===== src/rtl/rv32v_mem_lane_sequencer_if.sv =====
// Data-memory bus between the vector memory-stage sequencer and the
// single-ported data memory.
//   master (sequencer): drives dmem_ren/dmem_wen strobes, word address,
//                       lane-shifted store data and byte enables; samples
//                       dmem_busy and dmem_load.
//   slave  (memory)   : the mirror image.
// A transfer completes on the first cycle a strobe is high with dmem_busy low;
// dmem_load is valid on that cycle.
interface rv32v_mem_lane_sequencer_if #(
  parameter int ADDR_W = 32,
  parameter int DATA_W = 32
);
  logic              dmem_ren;
  logic              dmem_wen;
  logic [ADDR_W-1:0] dmem_addr;
  logic [DATA_W-1:0] dmem_store;
  logic [3:0]        dmem_byte_en;
  logic              dmem_busy;
  logic [DATA_W-1:0] dmem_load;

  modport master (
    output dmem_ren, dmem_wen, dmem_addr, dmem_store, dmem_byte_en,
    input  dmem_busy, dmem_load
  );

  modport slave (
    input  dmem_ren, dmem_wen, dmem_addr, dmem_store, dmem_byte_en,
    output dmem_busy, dmem_load
  );
endinterface


===== src/rtl/rv32v_mem_lane_sequencer.sv =====
// Vector memory-stage lane sequencer.
// Serializes the loads/stores of two vector lanes onto one data-memory port,
// lane 0 first, generating byte enables from the element width, aligning store
// and load data, and stalling the pipeline until all enabled lanes finish.
// Ports:
//   CLK, nRST                 clock, asynchronous active-low reset
//   load, store, wen[1:0]     memory-stage op and per-lane enables
//   eew[1:0]                  element width 0=8b 1=16b 2=32b (3 illegal)
//   aluresult0/1              lane byte addresses
//   storedata0/1              lane store elements (LSB-justified)
//   flush                     drop the current request
//   stall                     hold the execute->memory latch
//   done                      one-cycle completion pulse
//   loaddata0/1               zero-extended load elements (valid with done)
//   misaligned                sticky per request, valid with done
//   bus                       data-memory port (master side)
module rv32v_mem_lane_sequencer #(
  parameter int ADDR_W = 32,
  parameter int DATA_W = 32
) (
  input  logic              CLK,
  input  logic              nRST,
  input  logic              load,
  input  logic              store,
  input  logic [1:0]        wen,
  input  logic [1:0]        eew,
  input  logic [31:0]       aluresult0,
  input  logic [31:0]       aluresult1,
  input  logic [DATA_W-1:0] storedata0,
  input  logic [DATA_W-1:0] storedata1,
  input  logic              flush,
  output logic              stall,
  output logic              done,
  output logic [DATA_W-1:0] loaddata0,
  output logic [DATA_W-1:0] loaddata1,
  output logic              misaligned,
  rv32v_mem_lane_sequencer_if.master bus
);

  typedef enum logic [1:0] {IDLE, LANE0, LANE1, DONE} state_t;

  function automatic logic [3:0] be_f(logic [1:0] e, logic [1:0] off);
    case (e)
      2'd0:    return 4'b0001 << off;
      2'd1:    return 4'b0011 << off;
      default: return 4'b1111;
    endcase
  endfunction

  function automatic logic mis_f(logic [1:0] e, logic [1:0] off);
    return (e == 2'd1 && off[0]) || (e == 2'd2 && off != 2'd0) || (e == 2'd3);
  endfunction

  function automatic logic [DATA_W-1:0] ext_f(logic [DATA_W-1:0] d,
                                               logic [1:0] e, logic [1:0] off);
    logic [DATA_W-1:0] s;
    s = d >> {off, 3'b000};
    case (e)
      2'd0:    return {{(DATA_W-8){1'b0}},  s[7:0]};
      2'd1:    return {{(DATA_W-16){1'b0}}, s[15:0]};
      default: return s;
    endcase
  endfunction

  state_t state, state_nx;

  // captured request
  logic              store_q;
  logic [1:0]        wen_q;
  logic [1:0]        eew_q;
  logic [31:0]       addr0_q, addr1_q;
  logic [DATA_W-1:0] sd1_q;
  logic              flush_q;
  logic              mis_q;
  // load elements staged until the request retires, so a flushed request
  // never disturbs the visible loaddata outputs
  logic [DATA_W-1:0] ld0_q, ld1_q;

  logic              req, issue, strobe, adv, kill, rd_cpl;
  logic              src_store, src_mis;
  logic [1:0]        src_eew;
  logic [31:0]       src_addr, cur_addr;
  logic [DATA_W-1:0] src_sd, cpl_data;

  assign req    = (load | store) && (wen != 2'b00) && !flush;
  assign strobe = bus.dmem_ren | bus.dmem_wen;
  // a misaligned lane has no strobe and simply advances
  assign adv    = !strobe || !bus.dmem_busy;
  assign rd_cpl = bus.dmem_ren && !bus.dmem_busy;
  assign kill   = flush_q | flush;

  // Lane about to be issued: straight from the inputs on accept, otherwise
  // lane 1 from the captured copy.
  always_comb begin
    src_store = store_q;
    src_eew   = eew_q;
    src_addr  = addr1_q;
    src_sd    = sd1_q;
    if (state == IDLE) begin
      src_store = store;
      src_eew   = eew;
      src_addr  = wen[0] ? aluresult0 : aluresult1;
      src_sd    = wen[0] ? storedata0 : storedata1;
    end
  end

  assign src_mis  = mis_f(src_eew, src_addr[1:0]);
  assign cur_addr = (state == LANE1) ? addr1_q : addr0_q;
  assign cpl_data = ext_f(bus.dmem_load, eew_q, cur_addr[1:0]);

  always_comb begin
    state_nx = state;
    issue    = 1'b0;
    case (state)
      IDLE: if (req) begin
        state_nx = wen[0] ? LANE0 : LANE1;
        issue    = 1'b1;
      end
      LANE0: if (adv) begin
        if (kill)          state_nx = IDLE;
        else if (wen_q[1]) begin
          state_nx = LANE1;
          issue    = 1'b1;
        end
        else               state_nx = DONE;
      end
      LANE1: if (adv) state_nx = kill ? IDLE : DONE;
      default: state_nx = IDLE;
    endcase
  end

  assign done  = (state == DONE);
  // gated by reset so the pipeline is released while reset is asserted
  assign stall = nRST && ((state == IDLE && req) || state == LANE0 || state == LANE1);
  assign misaligned = mis_q;

  always_ff @(posedge CLK or negedge nRST) begin
    if (!nRST) begin
      state            <= IDLE;
      store_q          <= 1'b0;
      wen_q            <= 2'b00;
      eew_q            <= 2'd0;
      addr0_q          <= '0;
      addr1_q          <= '0;
      sd1_q            <= '0;
      flush_q          <= 1'b0;
      mis_q            <= 1'b0;
      ld0_q            <= '0;
      ld1_q            <= '0;
      loaddata0        <= '0;
      loaddata1        <= '0;
      bus.dmem_ren     <= 1'b0;
      bus.dmem_wen     <= 1'b0;
      bus.dmem_addr    <= '0;
      bus.dmem_store   <= '0;
      bus.dmem_byte_en <= 4'b0000;
    end else begin
      state <= state_nx;

      if (state == IDLE && req) begin
        store_q <= store;
        wen_q   <= wen;
        eew_q   <= eew;
        addr0_q <= aluresult0;
        addr1_q <= aluresult1;
        sd1_q   <= storedata1;
        flush_q <= 1'b0;
        ld0_q   <= '0;
        ld1_q   <= '0;
        // load+store together is treated as a store and flagged
        mis_q   <= (load && store) || src_mis;
      end else if (issue) begin
        mis_q   <= mis_q | src_mis;
      end

      if ((state == LANE0 || state == LANE1) && flush)
        flush_q <= 1'b1;

      if (issue) begin
        bus.dmem_ren     <= !src_store && !src_mis;
        bus.dmem_wen     <=  src_store && !src_mis;
        bus.dmem_addr    <= {src_addr[ADDR_W-1:2], 2'b00};
        bus.dmem_byte_en <= be_f(src_eew, src_addr[1:0]);
        bus.dmem_store   <= src_sd << {src_addr[1:0], 3'b000};
      end else if (state_nx == IDLE || state_nx == DONE) begin
        bus.dmem_ren <= 1'b0;
        bus.dmem_wen <= 1'b0;
      end

      if (rd_cpl) begin
        if (state == LANE0) ld0_q <= cpl_data;
        else                ld1_q <= cpl_data;
      end

      // publish on retirement; the final lane's data bypasses its stage reg
      if (state_nx == DONE && state != DONE) begin
        loaddata0 <= (rd_cpl && state == LANE0) ? cpl_data : ld0_q;
        loaddata1 <= (rd_cpl && state == LANE1) ? cpl_data : ld1_q;
      end

      // the sticky flag lives until the request leaves DONE or is flushed
      if (state == DONE || ((state == LANE0 || state == LANE1) && state_nx == IDLE))
        mis_q <= 1'b0;
    end
  end

endmodule

===== src/flat_wrapper.sv =====
// flat-port wrapper written by rule: the top's interface ports become plain ports
module rv32v_mem_lane_sequencer_flat 
#(
  parameter int ADDR_W = 32,
  parameter int DATA_W = 32
)
  (CLK, nRST, load, store, wen, eew, aluresult0, aluresult1, storedata0, storedata1, flush, stall, done, loaddata0, loaddata1, misaligned, bus_dmem_ren, bus_dmem_wen, bus_dmem_addr, bus_dmem_store, bus_dmem_byte_en, bus_dmem_busy, bus_dmem_load);
  rv32v_mem_lane_sequencer_if #(.ADDR_W(ADDR_W), .DATA_W(DATA_W)) bus_i ();
  input  logic CLK;
  input  logic nRST;
  input  logic load;
  input  logic store;
  input  logic [1:0] wen;
  input  logic [1:0] eew;
  input  logic [31:0] aluresult0;
  input  logic [31:0] aluresult1;
  input  logic [DATA_W-1:0] storedata0;
  input  logic [DATA_W-1:0] storedata1;
  input  logic flush;
  output logic stall;
  output logic done;
  output logic [DATA_W-1:0] loaddata0;
  output logic [DATA_W-1:0] loaddata1;
  output logic misaligned;
  output wire logic [$bits(bus_i.dmem_ren)-1:0] bus_dmem_ren;
  output wire logic [$bits(bus_i.dmem_wen)-1:0] bus_dmem_wen;
  output wire logic [$bits(bus_i.dmem_addr)-1:0] bus_dmem_addr;
  output wire logic [$bits(bus_i.dmem_store)-1:0] bus_dmem_store;
  output wire logic [$bits(bus_i.dmem_byte_en)-1:0] bus_dmem_byte_en;
  input wire logic [$bits(bus_i.dmem_busy)-1:0] bus_dmem_busy;
  input wire logic [$bits(bus_i.dmem_load)-1:0] bus_dmem_load;
  assign bus_dmem_ren = bus_i.dmem_ren;
  assign bus_dmem_wen = bus_i.dmem_wen;
  assign bus_dmem_addr = bus_i.dmem_addr;
  assign bus_dmem_store = bus_i.dmem_store;
  assign bus_dmem_byte_en = bus_i.dmem_byte_en;
  assign bus_i.dmem_busy = bus_dmem_busy;
  assign bus_i.dmem_load = bus_dmem_load;
  rv32v_mem_lane_sequencer #(.ADDR_W(ADDR_W), .DATA_W(DATA_W)) u_core (.CLK(CLK), .nRST(nRST), .load(load), .store(store), .wen(wen), .eew(eew), .aluresult0(aluresult0), .aluresult1(aluresult1), .storedata0(storedata0), .storedata1(storedata1), .flush(flush), .stall(stall), .done(done), .loaddata0(loaddata0), .loaddata1(loaddata1), .misaligned(misaligned), .bus(bus_i));
endmodule

===== config.mk =====
export PLATFORM = sky130hd
export DESIGN_NAME = rv32v_mem_lane_sequencer_flat
export DESIGN_NICKNAME = d
export VERILOG_FILES = /design/src/rtl/rv32v_mem_lane_sequencer_if.sv /design/src/rtl/rv32v_mem_lane_sequencer.sv /design/src/flat_wrapper.sv
export SDC_FILE = /design/constraint.sdc
export NUM_CORES = 1
export LEC_CHECK = 0
export ABC_AREA = 1
export BUFFER_PORTS_ARGS = -buffer_cell sky130_fd_sc_hd__buf_2
export CAP_MARGIN = 20
export CORE_ASPECT_RATIO = 0.75
export CORE_UTILIZATION = 49
export DETAILED_ROUTE_END_ITERATION = 8
export PLACE_DENSITY = 0.73
export SYNTH_ARGS = -nofsm -noshare
export SYNTH_HDL_FRONTEND = slang
export SYNTH_SLANG_ARGS = --single-unit

===== constraint.sdc =====
create_clock -name CLK -period 2.5 [get_ports CLK]
set_input_delay 0.5 -clock CLK [delete_from_list [all_inputs] [get_ports CLK]]
set_output_delay 0.5 -clock CLK [all_outputs]
set_load 0.05 [all_outputs]

==> summary.txt <==
Run status
  – Status: completed

Final layout
  – Final Util: 61.33%
  – Post-route cell area: 16,120 sq um
  – FILL cells: 2,392
  – Layout Nets: 2,167
  – Share of cells above drive strength 1: 21.07%
  – Fin cells: 2,360
  – Synth-to-layout area growth: 21.50%

Place
  – Post-DP HPWL: 27,520 um
  – RD Place Congestion: 0.9327
  – Area after DPL: 15,110 sq um
  – Placed cell count: 2,302
  – Buffers on Ports: 304
  – Pre-CTS setup slack: 0.02575 ns

Logic synthesis
  – Post-synthesis cell area: 13,270 sq um
  – Synth top area share: 50.91%
  – Syn Area/Cell: 7.635 sq um
  – Cell taking the most area after synthesis: dfrtp_1
  – Synth warn: 0
  – Cell count after synthesis: 1,738
  – Distinct cells, synth: 28
  – Main synth FF type: dfrtp_1
  – Sequential-to-total area share from yosys stat: 50.91%
  – Synth area leaders: dfrtp_1 51%, nand2_1 18%, nand3_1 6.6%
  – Post-synthesis async set-or-reset flop share: 100.0%
  – #FFs+latches synth: 270
  – Most instantiated cells after synthesis: 643 x nand2_1, 270 x dfrtp_1, 176 x nand3_1, 149 x o21ai_0, 109 x a21oi_1
  – Top-count cell post-synth: nand2_1
  – Post-synth EDFFs: 0

GRT
  – All-layer global routing usage: 28.74%
  – Vias in the first global route: 11,930
  – GR Overflow Total: 0
  – Largest net degree at the start of global routing: 153
  – First-pass GRT wire length: 62,870 um
  – Initial antenna violation count: 5

Timing
  – Hold Slack: 0.05743 ns
  – Final slew viol count: 0
  – Worst Skew: 0.008793 ns
  – Fmax: 420.0 MHz
  – Slew margin rel.: 43.76%
  – RSZ-0062 raised after global routing: yes
  – Worst Tran Pin Value: 0.8435 ns
  – Min Tclk post-route: 2.381 ns
  – Worst setup margin: 0.1189 ns
  – Final cycle utilization of the critical path: 95.25%
  – Final hold vios: 0
  – Final setup violation count: 0

Critical path
  – Worst R2R Path Depth: 13
  – Setup crit start kind: register
  – CP Capture Type: primary output
  – Top cell by count, worst path: inv_1
  – R2R Path Start: u_core.state[0]$_DFF_PN0_
  – R2r setup slk: 0.20 ns
  – Worst Path Arrival: 1.88 ns
  – Critical path buffer and inverter count: 3
  – CP Class: reg2out
  – Crit path cell chain: inv_1, ha_1, inv_1, a31oi_2, buf_6
  – FF-to-FF End: u_core.loaddata1[12]$_DFFE_PN0P_
  – Worst path slowest cell: dfrtp_1
  – Crit Path Max Fanout: 4
  – Top delay family on crit path: buffers and inverters
  – Worst path max stage delay: 0.42 ns
  – Req. time, crit path: 2.00 ns

Die
  – Row count: 51
  – Core Region: 26,290 sq um
  – Die area: 27,750 sq um
  – Boundary Pins: 307
  – Starting density of the core: 50.48%
  – Die extent in y: 144.5 um
  – Die W: 192.0 um

Drt
  – DRC Markers: 0
  – DR WL/cell: 17.05 um
  – DR iter-0 viols: 1,165
  – Post-DRT Antenna Nets: 0
  – Total wire length: 40,240 um
  – Pre-antenna DRT Iters: 5
  – Via Count: 12,920
  – Vias per Instance: 5.474

Clocking
  – Root buf cell: clkbuf_16
  – H-tree depth: 1
  – CTS tree: yes
  – Clk slew on worst S/H paths: 0.06 ns
  – Sink Count: 270
  – Clock Latency Late Sink: 0.54 ns
  – TritonCTS Buffers: 28
  – Worst-case clock buffer depth: 3

Flow run
  – Max Cap Violations: 0

Power and ir drop
  – Worst VDD drop: 0.8953 mV
  – PD cells: 1483 nW/um^2
  – P_leak: 8.415 nW

Hold path
  – Hold Path Class: in2async
placed cells by master (no fill, tap or decap), drive strengths merged, types with 2 or more instances in the layout:
| cell | instances |
|---|---|
| o31ai | 8 |
| a21oi | 109 |
| clkinv | 7 |
| buf | 338 |
| dfrtp | 270 |
| or2 | 18 |
| nand2 | 648 |
| nand3 | 177 |
| clkbuf | 40 |
| inv | 67 |
| diode | 4 |
| nor2 | 108 |
| o21ai | 153 |
| o21a | 8 |
| a31oi | 47 |
| conb | 2 |
| ha | 6 |
| bufinv | 3 |
sequential cells by signal (all words and copies together) (netlist names), 2 cells and up:
name                     flops
u_core.eew_q                 2
u_core.state                 2
u_core.bus.dmem_byte_en      4
u_core.loaddata0            32
u_core.addr0_q               2
u_core.loaddata1            32
u_core.bus.dmem_store       32
u_core.bus.dmem_addr        30
u_core.sd1_q                32
u_core.ld0_q                32
u_core.ld1_q                32
u_core.addr1_q              32
power breakdown:
| part | internal (W) | switching [W] | total [W] |
|---|---|---|---|
| clock network | 0.00260 | 0.00175 | 0.00435 |
| logic | 0.00338 | 0.00901 | 0.0124 |
| registers | 0.00613 | 0.00104 | 0.00717 |
| total | 0.0121 | 0.0118 | 0.0239 |
worst max path at each step:
stage               slack [ns]                               end  depth (start not counted)                      start
floorplan                 0.15  u_core.loaddata1[27]$_DFFE_PN0P_                         14                     wen[0]
global placement          0.12   u_core.loaddata1[8]$_DFFE_PN0P_                         14                      flush
detailed placement        0.03  u_core.loaddata1[10]$_DFFE_PN0P_                         14                      flush
CTS                       0.02                             stall                          5  u_core.state[0]$_DFF_PN0_
global route             -0.03  u_core.loaddata1[10]$_DFFE_PN0P_                         13  u_core.state[0]$_DFF_PN0_
finish                    0.12                             stall                          5  u_core.state[1]$_DFF_PN0_
timing repair:
action | 4_1_cts | 5_1_grt
buffers inserted | 0 | 3
pin swaps | 0 | 1
setup endpoints to repair | 1 | 45
gates resized for setup | 2 | 2
hold buffers | 0 | 0
cells by family after synthesis:
kind of cell	after synthesis	synth area share, %
compound gates	327	13.12
fa+ha+maj	6	0.5657
buf+inv	183	6.195
flops	270	50.91
other cells	1	0.02826
simple gates	951	29.17
layer usage:
layer | track usage (%) | share of wire, % | wire length (um) | up-vias
li1 | - | - | - | 6169
met5 | 0 | 0.032 | 13 | -
met4 | 8.247 | 2.3 | 930 | 2
met2 | 42.90 | 44 | 17620 | 524
met1 | 42.15 | 45 | 18100 | 6158
met3 | 5.872 | 8.9 | 3582 | 66
metrics by stage:
stage	TNS (ns)	total power (W)
2_1_floorplan	0	0.01603
5_1_grt	-0.07438	0.02545
3_3_place_gp	0	0.01919
3_5_place_dp	0	0.01942
4_1_cts	0	0.02387
6_report	0	0.02390
final cells by class:
cell class / instances / area (sq um) / area share (%)
Inverter: 67 / 256.5 / 1.591
Multi-Input combinational cell: 1286 / 5729 / 35.53
Clock buffer: 40 / 827.0 / 5.130
Timing Repair Buffer: 338 / 1981 / 12.28
Clock inverter: 11 / 132.6 / 0.8226
Antenna cell: 4 / 10.01 / 0.06208
Sequential cell: 270 / 6756 / 41.91
Tap cell: 344 / 430.4 / 2.670
Note: power is estimated with default switching activity, not from simulation.
